## src/rtl/rr_merge_arbiter.sv

```systemverilog
`default_nettype none
// ============================================================================
//  Module      : rr_merge_arbiter
//  Description : Round-robin merge of NumInputs valid/bp producer channels
//                onto a single valid/bp consumer channel. Data is muxed
//                through combinationally (zero latency). A grant issued
//                while the consumer stalls is locked until it transfers.
//  Ports       : clk        - clock
//                resetn     - synchronous reset, active low
//                din        - packed producer data, channel i at [i*Width +: Width]
//                din_valid  - per-producer valid
//                din_bp     - per-producer backpressure (1 = not accepted)
//                dout       - data of the granted producer
//                dout_valid - merged valid
//                dout_bp    - consumer backpressure
//                dout_sel   - index of the granted producer
//  Revision    : 1.0 - initial release
// ============================================================================
module rr_merge_arbiter #(
    parameter int Width     = 8,
    parameter int NumInputs = 4,
    parameter int SelWidth  = 2
) (
    input  logic                       clk,
    input  logic                       resetn,
    input  logic [NumInputs*Width-1:0] din,
    input  logic [NumInputs-1:0]       din_valid,
    output logic [NumInputs-1:0]       din_bp,
    output logic [Width-1:0]           dout,
    output logic                       dout_valid,
    input  logic                       dout_bp,
    output logic [SelWidth-1:0]        dout_sel
);

    localparam logic [SelWidth-1:0] c_last_idx = SelWidth'(NumInputs - 1);
    localparam logic [SelWidth:0]   c_num_in   = (SelWidth + 1)'(NumInputs);

    typedef enum logic [0:0] {
        ST_IDLE   = 1'b0,
        ST_LOCKED = 1'b1
    } state_e;

    state_e              state_q, state_d;
    logic [SelWidth-1:0] ptr_q, ptr_d;
    logic [SelWidth-1:0] lock_idx_q, lock_idx_d;

    logic [SelWidth-1:0] w_search_idx;
    logic                w_search_hit;
    logic                w_lock_hold;
    logic [SelWidth-1:0] w_grant;
    logic                w_grant_vld;

    // Rotating priority search starting at ptr_q. Offsets are scanned from
    // the farthest to the nearest so the nearest valid channel is the one
    // left standing. The index is kept below NumInputs by a single
    // conditional subtract, which never overflows the extra sum bit.
    always_comb begin : p_search
        logic [SelWidth:0]   v_sum;
        logic [SelWidth-1:0] v_idx;
        w_search_idx = ptr_q;
        w_search_hit = 1'b0;
        v_sum        = '0;
        v_idx        = '0;
        for (int k = NumInputs - 1; k >= 0; k--) begin
            v_sum = {1'b0, ptr_q} + (SelWidth + 1)'(k);
            if (v_sum >= c_num_in) begin
                v_sum = v_sum - c_num_in;
            end
            v_idx = v_sum[SelWidth-1:0];
            if (din_valid[v_idx]) begin
                w_search_idx = v_idx;
                w_search_hit = 1'b1;
            end
        end
    end

    // A locked grant is only honoured while its producer still holds valid;
    // otherwise the normal search takes over in the same cycle.
    always_comb begin : p_grant
        w_lock_hold = (state_q == ST_LOCKED) && din_valid[lock_idx_q];
        w_grant     = w_lock_hold ? lock_idx_q : w_search_idx;
        w_grant_vld = w_lock_hold || w_search_hit;
    end

    // Outputs are forced to a quiet state while reset is held.
    always_comb begin : p_outputs
        dout       = din[Width-1:0];
        dout_valid = 1'b0;
        dout_sel   = '0;
        din_bp     = '1;
        if (resetn) begin
            dout_valid = w_grant_vld;
            dout_sel   = w_grant;
            for (int i = 0; i < NumInputs; i++) begin
                if (w_grant == SelWidth'(i)) begin
                    dout = din[i*Width +: Width];
                end
                din_bp[i] = !((w_grant == SelWidth'(i)) && w_grant_vld && !dout_bp);
            end
        end
    end

    always_comb begin : p_next_state
        state_d    = state_q;
        ptr_d      = ptr_q;
        lock_idx_d = lock_idx_q;
        if (w_grant_vld && !dout_bp) begin
            // Transfer: advance the pointer past the winner.
            state_d = ST_IDLE;
            ptr_d   = (w_grant == c_last_idx) ? '0 : w_grant + SelWidth'(1);
        end else if (w_grant_vld) begin
            // Stalled: pin the grant so dout/dout_sel cannot move.
            state_d    = ST_LOCKED;
            lock_idx_d = w_grant;
        end else begin
            state_d = ST_IDLE;
        end
    end

    always_ff @(posedge clk) begin
        if (!resetn) begin
            state_q    <= ST_IDLE;
            ptr_q      <= '0;
            lock_idx_q <= '0;
        end else begin
            state_q    <= state_d;
            ptr_q      <= ptr_d;
            lock_idx_q <= lock_idx_d;
        end
    end

endmodule
`default_nettype wire
```

## config.mk

```make
export PLATFORM = sky130hd
export DESIGN_NAME = rr_merge_arbiter
export DESIGN_NICKNAME = d
export VERILOG_FILES = /design/src/rtl/rr_merge_arbiter.sv
export SDC_FILE = /design/constraint.sdc
export NUM_CORES = 1
export LEC_CHECK = 0
export ABC_AREA = 1
export BUFFER_PORTS_ARGS = -buffer_cell sky130_fd_sc_hd__clkbuf_2
export CORE_UTILIZATION = 25
export CTS_BUF_LIST = sky130_fd_sc_hd__clkbuf_8
export CTS_CLUSTER_DIAMETER = 40
export DETAILED_ROUTE_END_ITERATION = 8
export PLACE_DENSITY = 0.51
export SYNTH_ARGS = -nofsm -noshare
export SYNTH_HDL_FRONTEND = slang
export SYNTH_SLANG_ARGS = --single-unit
```

## constraint.sdc

```tcl
create_clock -name clk -period 2.6 [get_ports clk]
set_clock_uncertainty 0.05 [all_clocks]
set_input_delay 0.39 -clock clk [delete_from_list [all_inputs] [get_ports clk]]
set_output_delay 0.39 -clock clk [all_outputs]
set_load 0.05 [all_outputs]
```

==> flow_metrics.py, run 1 <==
metrics = {
    "min_path": {
        "hp-class": "in -> reg",
        "hold_path_depth": 3,
        "hold-path-endpoint": "state_q$_SDFF_PP0_",
        "hp-start": "dout_bp",
    },
    "critical_path": {
        "regToRegEndpoint": "ptr_q[1]$_SDFFE_PN0P_",
        "rr_worst_depth": 16,
        "r2r_start": "ptr_q[0]$_SDFFE_PN0P_",
        "arrival_ps": 2430,
        "critPathKind": "reg -> out",
        "crit_fanout": 10,
        "worst-r2r-setup-slack_ps": 730,
        "crit_required_ps": 2160,
        "critPathCaptureType": "output pin",
        "cp-start-kind": "flip-flop",
        "crit_start": "ptr_q[0]$_SDFFE_PN0P_",
    },
    "logic_synthesis": {
        "yosysUniqueCellTypes": 23,
        "synthCells": 172,
        "syn_area_um2": 901,
        "synth.top_cell.area_share": 0.246,
        "ys_seq_elements": 5,
        "seq_area_frac_synth": 0.111,
        "synthArstFlopShare": 0,
        "ys.flop_type": "dfxtp_1",
        "synth-edff-count": 0,
        "syn-num-nets": 216,
        "synth.avg_cell_area_um2": 5.24,
        "ys_warn_count": 0,
        "yosysTopAreaCell": "nand2_1",
        "synth.area.top_cells": "nand2_1 25%, o21ai_0 14%, dfxtp_1 11%",
    },
    "detailed_routing": {
        "vias_per_cell": 4.52,
        "wl_met2_um": 1580,
        "detail-route-antenna-nets": 0,
        "wl_met3_um": 185,
        "met1Wirelength_um": 1380,
        "top_layer": "met4",
        "via_count": 1321,
        "drc_errors": 0,
        "dr.pass1.iters": 4,
        "drt-total-wl_um": 3150,
        "initialDrtViolationCount": 20,
        "avgRoutedWirePerCell_um": 10.8,
    },
    "cells_and_area": {
        "area_growth_pct": 94.7,
        "layout-drive-gt1-share": 0.512,
        "fin_nets": 291,
        "antenna_cells": 0,
        "fin_util": 0.518,
    },
    "timing": {
        "fin_setup_tns_ps": -1950,
        "fin_crit_sh": 1.10,
        "hold_viol_final": 0,
        "tightest_slew_ps": 382,
        "fin_crit_ps": 2870,
        "finalSetupViolCount": 8,
        "slew_headroom": 0.745,
        "finalWorstSetupSlack_ps": -268,
        "rsz0062_at_grt": "yes",
        "slew_violations": 0,
        "fmax_mhz": 349,
    },
    "clock_network": {
        "cts_sinks": 5,
        "root_buffer": "clkbuf_8",
        "tritoncts": "built",
        "h-tree-depth": 1,
        "cts_buffer_depth": 2,
        "cts-buffers-inserted": 3,
        "path_clk_slew_ps": 40,
        "hold_buffers": 0,
        "clk_latency_ps": 220,
    },
    "pwr": {
        "power_w": 0.00189,
        "powerDensity_mw_per_mm2": 1080,
        "ir_drop_mv": 0.469,
        "power.leakage_nw": 0.901,
    },
    "outcome": {
        "status": "complete, but fails checks",
        "violations": "setup timing",
    },
    "grt": {
        "antenna_found_initial": 0,
        "gr-usage-all-layers": 0.166,
        "grt_max_degree": 15,
        "grt_pass1_vias": 1171,
        "grt_pass1_wl_um": 4800,
        "gr-total-overflow": 0,
    },
    "die": {
        "design.core.area_mm2": 0.00339,
        "dieArea_mm2": 0.00385,
        "start_util": 0.266,
        "die_h_um": 62.0,
        "die_x_um": 62.0,
        "io_pins": 54,
        "row_count": 21,
    },
    "place": {
        "port_buffers": 53,
        "gp_congestion": 0.910,
        "place_hpwl_um": 2320,
    },
    "job": {
        "drv_cap": 0,
    },
}
==> power by group <==
group / internal (W) / switching, W
logic: 0.000715 / 0.000926
registers: 0.0000949 / 0.0000154
clock network: 0.000101 / 0.0000403
total: 0.000911 / 0.000981
==> worst max-delay path: stages, from the launching register on <==
cell	delay, ps
dfxtp_2	320
buf_12	140
inv_8	60
nand2_1	60
nand2_2	70
nand2_1	70
nand2_2	70
nand2_1	60
nand2_2	60
nand2_1	50
nand2_1	50
nand2_1	60
nand2_2	80
nand2_4	70
ha_1	240
inv_2	140
nand2_1	70
a31oi_1	160
o21ai_1	120
o21ai_4	80
buf_8	160
==> state kept, by name (all words and copies together) (netlist names) <==
register and flops:
state_q 1, ptr_q 2, lock_idx_q 2
==> cells in the final DEF, fill, tap and decap left out, types with 2 or more instances in the layout <==
cell type / count
a21oi_1: 5
a31oi_1: 8
buf_12: 3
buf_4: 20
buf_6: 5
buf_8: 7
clkbuf_2: 40
clkbuf_8: 3
dfxtp_1: 3
dfxtp_2: 2
ha_1: 2
ha_4: 3
inv_1: 20
inv_2: 6
nand2_1: 47
nand2_2: 15
nand3_1: 7
nand3_2: 2
nor2_1: 6
nor2_2: 2
o21ai_0: 2
o21ai_1: 18
o21ai_2: 2
o21ai_4: 9
==> stage by stage <==
| stage | setup WS, ps | instances | hold WS [ps] | instance area (um2) |
|---|---|---|---|---|
| floorplan | -13.7 | 172 | 466 | 998 |
| global placement | -456 | 284 | 601 | 1470 |
| detailed placement | -464 | 284 | 599 | 1470 |
| CTS | -291 | 290 | 397 | 1670 |
| global route | -445 | 292 | 441 | 1750 |
| finish | -268 | 292 | 396 | 1750 |
==> how the worst max path moves through the flow <==
stage	endpoint	slack, ps	cells after the start
final	dout[1]	-270	20
after global routing	dout[0]	-440	22
after CTS	dout[1]	-290	14
after detailed placement	dout[6]	-460	16
after global placement	dout[4]	-460	16
after floorplan	dout[0]	-10	15
==> Yosys cell counts, types with 2 or more instances <==
| library cell | instances |
|---|---|
| a21oi_1 | 5 |
| a31oi_1 | 8 |
| clkbuf_1 | 4 |
| dfxtp_1 | 5 |
| ha_1 | 5 |
| inv_1 | 24 |
| inv_2 | 2 |
| nand2_1 | 59 |
| nand2_2 | 3 |
| nand3_1 | 9 |
| nor2_1 | 6 |
| nor2_2 | 2 |
| o21ai_0 | 26 |
| o21ai_1 | 5 |
==> logic make-up (layout without fill, tap and decap cells) <==
group / count (synthesis) / in the layout / synth area share
buf+inv: 34 / 108 / 0.161
flops: 5 / 5 / 0.111
simple gates: 82 / 82 / 0.386
fa+ha+maj: 5 / 5 / 0.0694
compound gates: 46 / 46 / 0.272
==> routing by layer <==
layer	global-route usage	vias up
met2	0.292	34
met5	0	-
met3	0.0311	2
met4	0.0286	0
li1	-	701
met1	0.212	584
==> area by class of cell <==
class / instances / area, um2
sequential: 5 / 103
clock buffer: 3 / 41.3
tap: 46 / 57.6
clock inverter: 1 / 3.75
fill: 331 / 1640
timing repair buffer: 76 / 579
inverter: 28 / 119
multi-input combinational: 133 / 851
==> repair_timing <==
action                                  4_1_cts  5_1_grt
buffers inserted                              2        2
pin swaps                                     5        3
gates resized for setup                      47       39
endpoints found under the setup margin       11       12
endpoints found under the hold margin         0        0
No activity file was read; power rests on OpenSTA's default activity.
==> run 2, diff against run 1 <==
--- a/config.mk
+++ b/config.mk
@@ -7,11 +7,12 @@
 export LEC_CHECK = 0
 export ABC_AREA = 1
 export BUFFER_PORTS_ARGS = -buffer_cell sky130_fd_sc_hd__clkbuf_2
-export CORE_UTILIZATION = 25
+export CORE_UTILIZATION = 40
 export CTS_BUF_LIST = sky130_fd_sc_hd__clkbuf_8
 export CTS_CLUSTER_DIAMETER = 40
 export DETAILED_ROUTE_END_ITERATION = 8
-export PLACE_DENSITY = 0.51
+export PLACE_DENSITY = 0.76
+export SKIP_CTS_REPAIR_TIMING = 1
 export SYNTH_ARGS = -nofsm -noshare
 export SYNTH_HDL_FRONTEND = slang
 export SYNTH_SLANG_ARGS = --single-unit
==> flow_metrics.py, run 2 (synthesized netlist as in run 1, its figures left out) <==
metrics = {
    "clock_network": {
        "cts_sinks": 5,
        "cts-buffers-inserted": 3,
        "h-tree-depth": 1,
        "cts_buffer_depth": 2,
        "clk_latency_ps": 230,
        "root_buffer": "clkbuf_8",
        "path_clk_slew_ps": 40,
        "tritoncts": "built",
    },
    "timing": {
        "hold_viol_final": 0,
        "slew_headroom": 0.743,
        "finalWorstSetupSlack_ps": -530,
        "finalSetupViolCount": 11,
        "finalHoldWorstSlack_ps": 405,
        "fin_crit_sh": 1.20,
        "slew_violations": 0,
        "rsz0062_at_grt": "yes",
        "fin_crit_ps": 3130,
        "fin_setup_tns_ps": -4370,
        "tightest_slew_ps": 385,
        "fmax_mhz": 319,
    },
    "grt": {
        "gr-total-overflow": 0,
        "antenna_found_initial": 0,
        "grt_pass1_wl_um": 4800,
        "grt_max_degree": 17,
        "gr-usage-all-layers": 0.250,
        "grt_pass1_vias": 1220,
    },
    "job": {
        "drv_cap": 0,
    },
    "cells_and_area": {
        "antenna_cells": 0,
        "final_cells": 269,
        "multi_input_area_um2": 882,
        "fin_nets": 287,
        "final_cell_mix": "42 x nand2_1, 41 x clkbuf_2, 22 x inv_1",
        "seq_area_um2": 108,
        "fin_util": 0.846,
        "final_common_cell": "nand2_1",
        "top_regs": "lock_idx_q (2), ptr_q (2), state_q (1)",
        "layout-drive-gt1-share": 0.512,
        "nFillCells": 137,
        "area_growth_pct": 91.7,
    },
    "min_path": {
        "hp-class": "in -> reg",
    },
    "critical_path": {
        "critPathKind": "reg -> out",
        "critPathCaptureType": "output pin",
        "crit_fanout": 6,
        "crit_required_ps": 2160,
        "cp-start-kind": "flip-flop",
        "arrival_ps": 2690,
    },
    "detailed_routing": {
        "avgRoutedWirePerCell_um": 13.5,
        "vias_per_cell": 5.17,
        "via_count": 1392,
        "drc_errors": 0,
        "initialDrtViolationCount": 31,
        "drt-total-wl_um": 3620,
        "dr.pass1.iters": 4,
        "detail-route-antenna-nets": 0,
    },
    "pwr": {
        "sw_frac_of_total": 0.548,
        "power.leakage_nw": 0.884,
        "powerDensity_mw_per_mm2": 1070,
        "p_sw_w": 0.00101,
        "ir_drop_mv": 0.749,
        "clkPwrFrac": 0.081,
        "p_comb_frac": 0.852,
        "internal-power_w": 0.000836,
        "seqPwrFrac": 0.068,
    },
    "outcome": {
        "violations": "setup timing",
        "status": "complete, but fails checks",
    },
    "die": {
        "die_h_um": 49.5,
        "start_util": 0.441,
        "dieArea_mm2": 0.00245,
        "die_x_um": 49.5,
        "io_pins": 54,
        "row_count": 16,
        "design.core.area_mm2": 0.00204,
    },
    "place": {
        "place_inst": 262,
        "port_buffers": 53,
        "place_hpwl_um": 2260,
        "gp_congestion": 0.842,
    },
}
## run 2: routing by layer
metal / track usage / vias up / wire (um) / part of all wire
met2: 0.479 / 61 / 1840 / 0.51
met4: 0.0714 / 0 / 90 / 0.025
met5: 0 / - / 0 / 0
met1: 0.275 / 623 / 1490 / 0.41
met3: 0.0463 / 11 / 205 / 0.057
li1: - / 697 / - / -
## run 2: cell type report
| type | instances | area share |
|---|---|---|
| Multi-Input combinational cell | 133 | 0.511 |
| Timing Repair Buffer | 72 | 0.309 |
| Inverter | 28 | 0.0725 |
| Sequential cell | 5 | 0.0623 |
| Clock buffer | 3 | 0.0239 |
| Tap cell | 27 | 0.0196 |
| Clock inverter | 1 | 0.00217 |
## run 2: worst max-delay path, cell delays in order (launching register included)
cell,delay (ps)
dfxtp_4,360
buf_12,130
clkinv_8,70
nand2_4,80
nand2_4,60
nand2_2,80
nand2_2,60
inv_2,70
nand2_2,60
nand2_1,50
nand2_1,60
nand2_1,80
nand2_2,80
nand2_4,90
clkinvlp_4,140
ha_4,210
buf_6,120
nand2_1,50
o21ai_1,60
nand2_1,60
a31oi_1,70
o21ai_1,160
o21ai_4,90
buf_6,160
## run 2: path summary, 6_finish.rpt
check	start	endpoint	slack, ps	cells past startpoint
setup / recovery	ptr_q[0]$_SDFFE_PN0P_	dout[1]	-530	23
setup reg to reg	ptr_q[0]$_SDFFE_PN0P_	ptr_q[1]$_SDFFE_PN0P_	400	17
hold / removal	dout_bp	state_q$_SDFF_PP0_	410	3
hold reg to reg	lock_idx_q[1]$_SDFFE_PN0P_	lock_idx_q[1]$_SDFFE_PN0P_	630	3
## run 2: per-stage QoR
step,total power (W),instance area [um2],setup WS (ps)
global route,0.00197,1730,-704
global placement,0.00132,1410,-385
floorplan,0.000998,998,-13.7
finish,0.00185,1730,-530
detailed placement,0.00134,1410,-451
CTS,0.00150,1450,-570
## run 2: power by group through the flow
stage | clock, W | sequential (W) | combinational (W)
3_5_place_dp | 0 | 0.000112 | 0.00123
3_3_place_gp | 0 | 0.000111 | 0.00121
5_1_grt | 0.000155 | 0.000126 | 0.00169
4_1_cts | 0.000146 | 0.000111 | 0.00124
6_report | 0.000149 | 0.000125 | 0.00158
2_1_floorplan | 0 | 0.000107 | 0.000890
==> run 3, diff against run 2 <==
--- a/config.mk
+++ b/config.mk
@@ -11,6 +11,7 @@
 export CTS_BUF_LIST = sky130_fd_sc_hd__clkbuf_8
 export CTS_CLUSTER_DIAMETER = 40
 export DETAILED_ROUTE_END_ITERATION = 8
+export MAX_ROUTING_LAYER = met4
 export PLACE_DENSITY = 0.76
 export SKIP_CTS_REPAIR_TIMING = 1
 export SYNTH_ARGS = -nofsm -noshare
==> flow_metrics.py, run 3 (synthesized netlist as in run 1, its figures left out) <==
metrics = {
    "clock_network": {
        "path_clk_slew_ps": 40,
        "root_buffer": "clkbuf_8",
        "cts_buffer_depth": 2,
        "h-tree-depth": 1,
        "cts_sinks": 5,
        "cts-buffers-inserted": 3,
        "tritoncts": "built",
        "clk_latency_ps": 220,
    },
    "place": {
        "port_buffers": 53,
        "place_hpwl_um": 2260,
        "place_inst": 264,
        "dp_slack_ps": -487,
        "gp_congestion": 0.877,
        "place_area_mm2": 0.00142,
    },
    "pwr": {
        "power_w": 0.00194,
        "p_comb_frac": 0.866,
        "p_sw_w": 0.00105,
        "powerDensity_mw_per_mm2": 1080,
        "power.leakage_nw": 0.929,
        "internal-power_w": 0.000895,
        "clkPwrFrac": 0.073,
        "ir_drop_mv": 0.716,
        "sw_frac_of_total": 0.539,
        "seqPwrFrac": 0.061,
    },
    "cells_and_area": {
        "top_regs": "lock_idx_q (2), ptr_q (2), state_q (1)",
        "final_cell_mix": "41 x clkbuf_2, 37 x nand2_1, 22 x inv_1",
        "final_common_cell": "clkbuf_2",
        "final_area_mm2": 0.00180,
        "multi_input_area_um2": 903,
        "seq_area_um2": 105,
        "final_cells": 275,
        "area_growth_pct": 99.3,
        "fin_util": 0.879,
        "nFillCells": 120,
        "layout-drive-gt1-share": 0.540,
        "fin_nets": 293,
        "antenna_cells": 0,
    },
    "grt": {
        "grt_pass1_vias": 1217,
        "grt_pass1_wl_um": 4860,
        "antenna_found_initial": 0,
        "gr-usage-all-layers": 0.256,
        "grt_max_degree": 15,
        "gr-total-overflow": 0,
    },
    "outcome": {
        "status": "complete, but fails checks",
        "violations": "setup timing",
    },
    "job": {
        "drv_cap": 0,
    },
    "die": {
        "io_pins": 54,
        "design.core.area_mm2": 0.00204,
        "dieArea_mm2": 0.00245,
        "start_util": 0.441,
        "die_x_um": 49.5,
        "row_count": 16,
        "die_h_um": 49.5,
    },
    "critical_path": {
        "crit_fanout": 14,
        "cp-start-kind": "flip-flop",
        "critPathCaptureType": "output pin",
        "critPathKind": "reg -> out",
        "arrival_ps": 2720,
        "crit_required_ps": 2160,
    },
    "detailed_routing": {
        "drt-total-wl_um": 3820,
        "detail-route-antenna-nets": 0,
        "vias_per_cell": 5.14,
        "initialDrtViolationCount": 30,
        "drc_errors": 0,
        "dr.pass1.iters": 4,
        "avgRoutedWirePerCell_um": 13.9,
        "via_count": 1414,
    },
    "timing": {
        "fin_crit_ps": 3160,
        "slew_headroom": 0.733,
        "tightest_slew_ps": 399,
        "finalSetupViolCount": 11,
        "rsz0062_at_grt": "yes",
        "finalWorstSetupSlack_ps": -563,
        "hold_viol_final": 0,
        "fmax_mhz": 316,
        "fin_crit_sh": 1.22,
        "slew_violations": 0,
    },
    "min_path": {
        "hp-class": "in -> reg",
    },
}
[run 3: changes by cell type in the layout (fill, tap and decap cells not counted), sizes merged]
cell / delta
buf: +6
[run 3: layout make-up]
class | instances | share of cell area
timing repair buffer | 78 | 0.326
sequential | 5 | 0.0585
inverter | 28 | 0.0683
clock inverter | 1 | 0.00209
clock buffer | 3 | 0.0230
tap | 27 | 0.0188
multi-input combinational | 133 | 0.503
[run 3: worst paths after layout]
check | slack, ps | cells after the start | from | end
worst max-delay path | -560 | 14 | lock_idx_q[0]$_SDFFE_PN0P_ | dout[3]
worst min-delay path | 390 | 3 | dout_bp | state_q$_SDFF_PP0_
worst max register to register | 410 | 10 | lock_idx_q[0]$_SDFFE_PN0P_ | ptr_q[1]$_SDFFE_PN0P_
worst min register to register | 660 | 3 | lock_idx_q[0]$_SDFFE_PN0P_ | lock_idx_q[0]$_SDFFE_PN0P_
[run 3: through the flow]
stage          setup TNS (ps)  hold slack (ps)
2_1_floorplan           -55.0              466
3_3_place_gp            -2890              615
3_5_place_dp            -3720              622
4_1_cts                 -4950              390
5_1_grt                 -6160              429
6_report                -4650              393
[run 3: metal layers]
layer  global-route usage  wire length [um]  vias up
li1                     -                 -      704
met5                    -                 0        -
met2                0.479              1970       54
met4               0.0810                61        0
met3               0.0278               157        9
met1                0.279              1630      647
[run 3: power groups by stage]
| stage | registers (W) | logic (W) | clock network (W) |
|---|---|---|---|
| 5_1_grt | 0.000119 | 0.00180 | 0.000148 |
| 3_5_place_dp | 0.000111 | 0.00125 | 0 |
| 3_3_place_gp | 0.000111 | 0.00123 | 0 |
| 6_report | 0.000118 | 0.00168 | 0.000142 |
| 2_1_floorplan | 0.000107 | 0.000890 | 0 |
| 4_1_cts | 0.000110 | 0.00126 | 0.000143 |
[run 3: worst max-delay path, stage by stage, from the launching register on]
cell	delay (ps)
dfxtp_1	340
a21oi_1	140
o21ai_0	90
a21boi_1	240
inv_1	130
or2_1	290
nand2_4	110
clkinvlp_4	140
ha_1	250
inv_1	110
buf_12	140
a31oi_1	90
o21ai_1	170
o21ai_4	90
buf_6	160
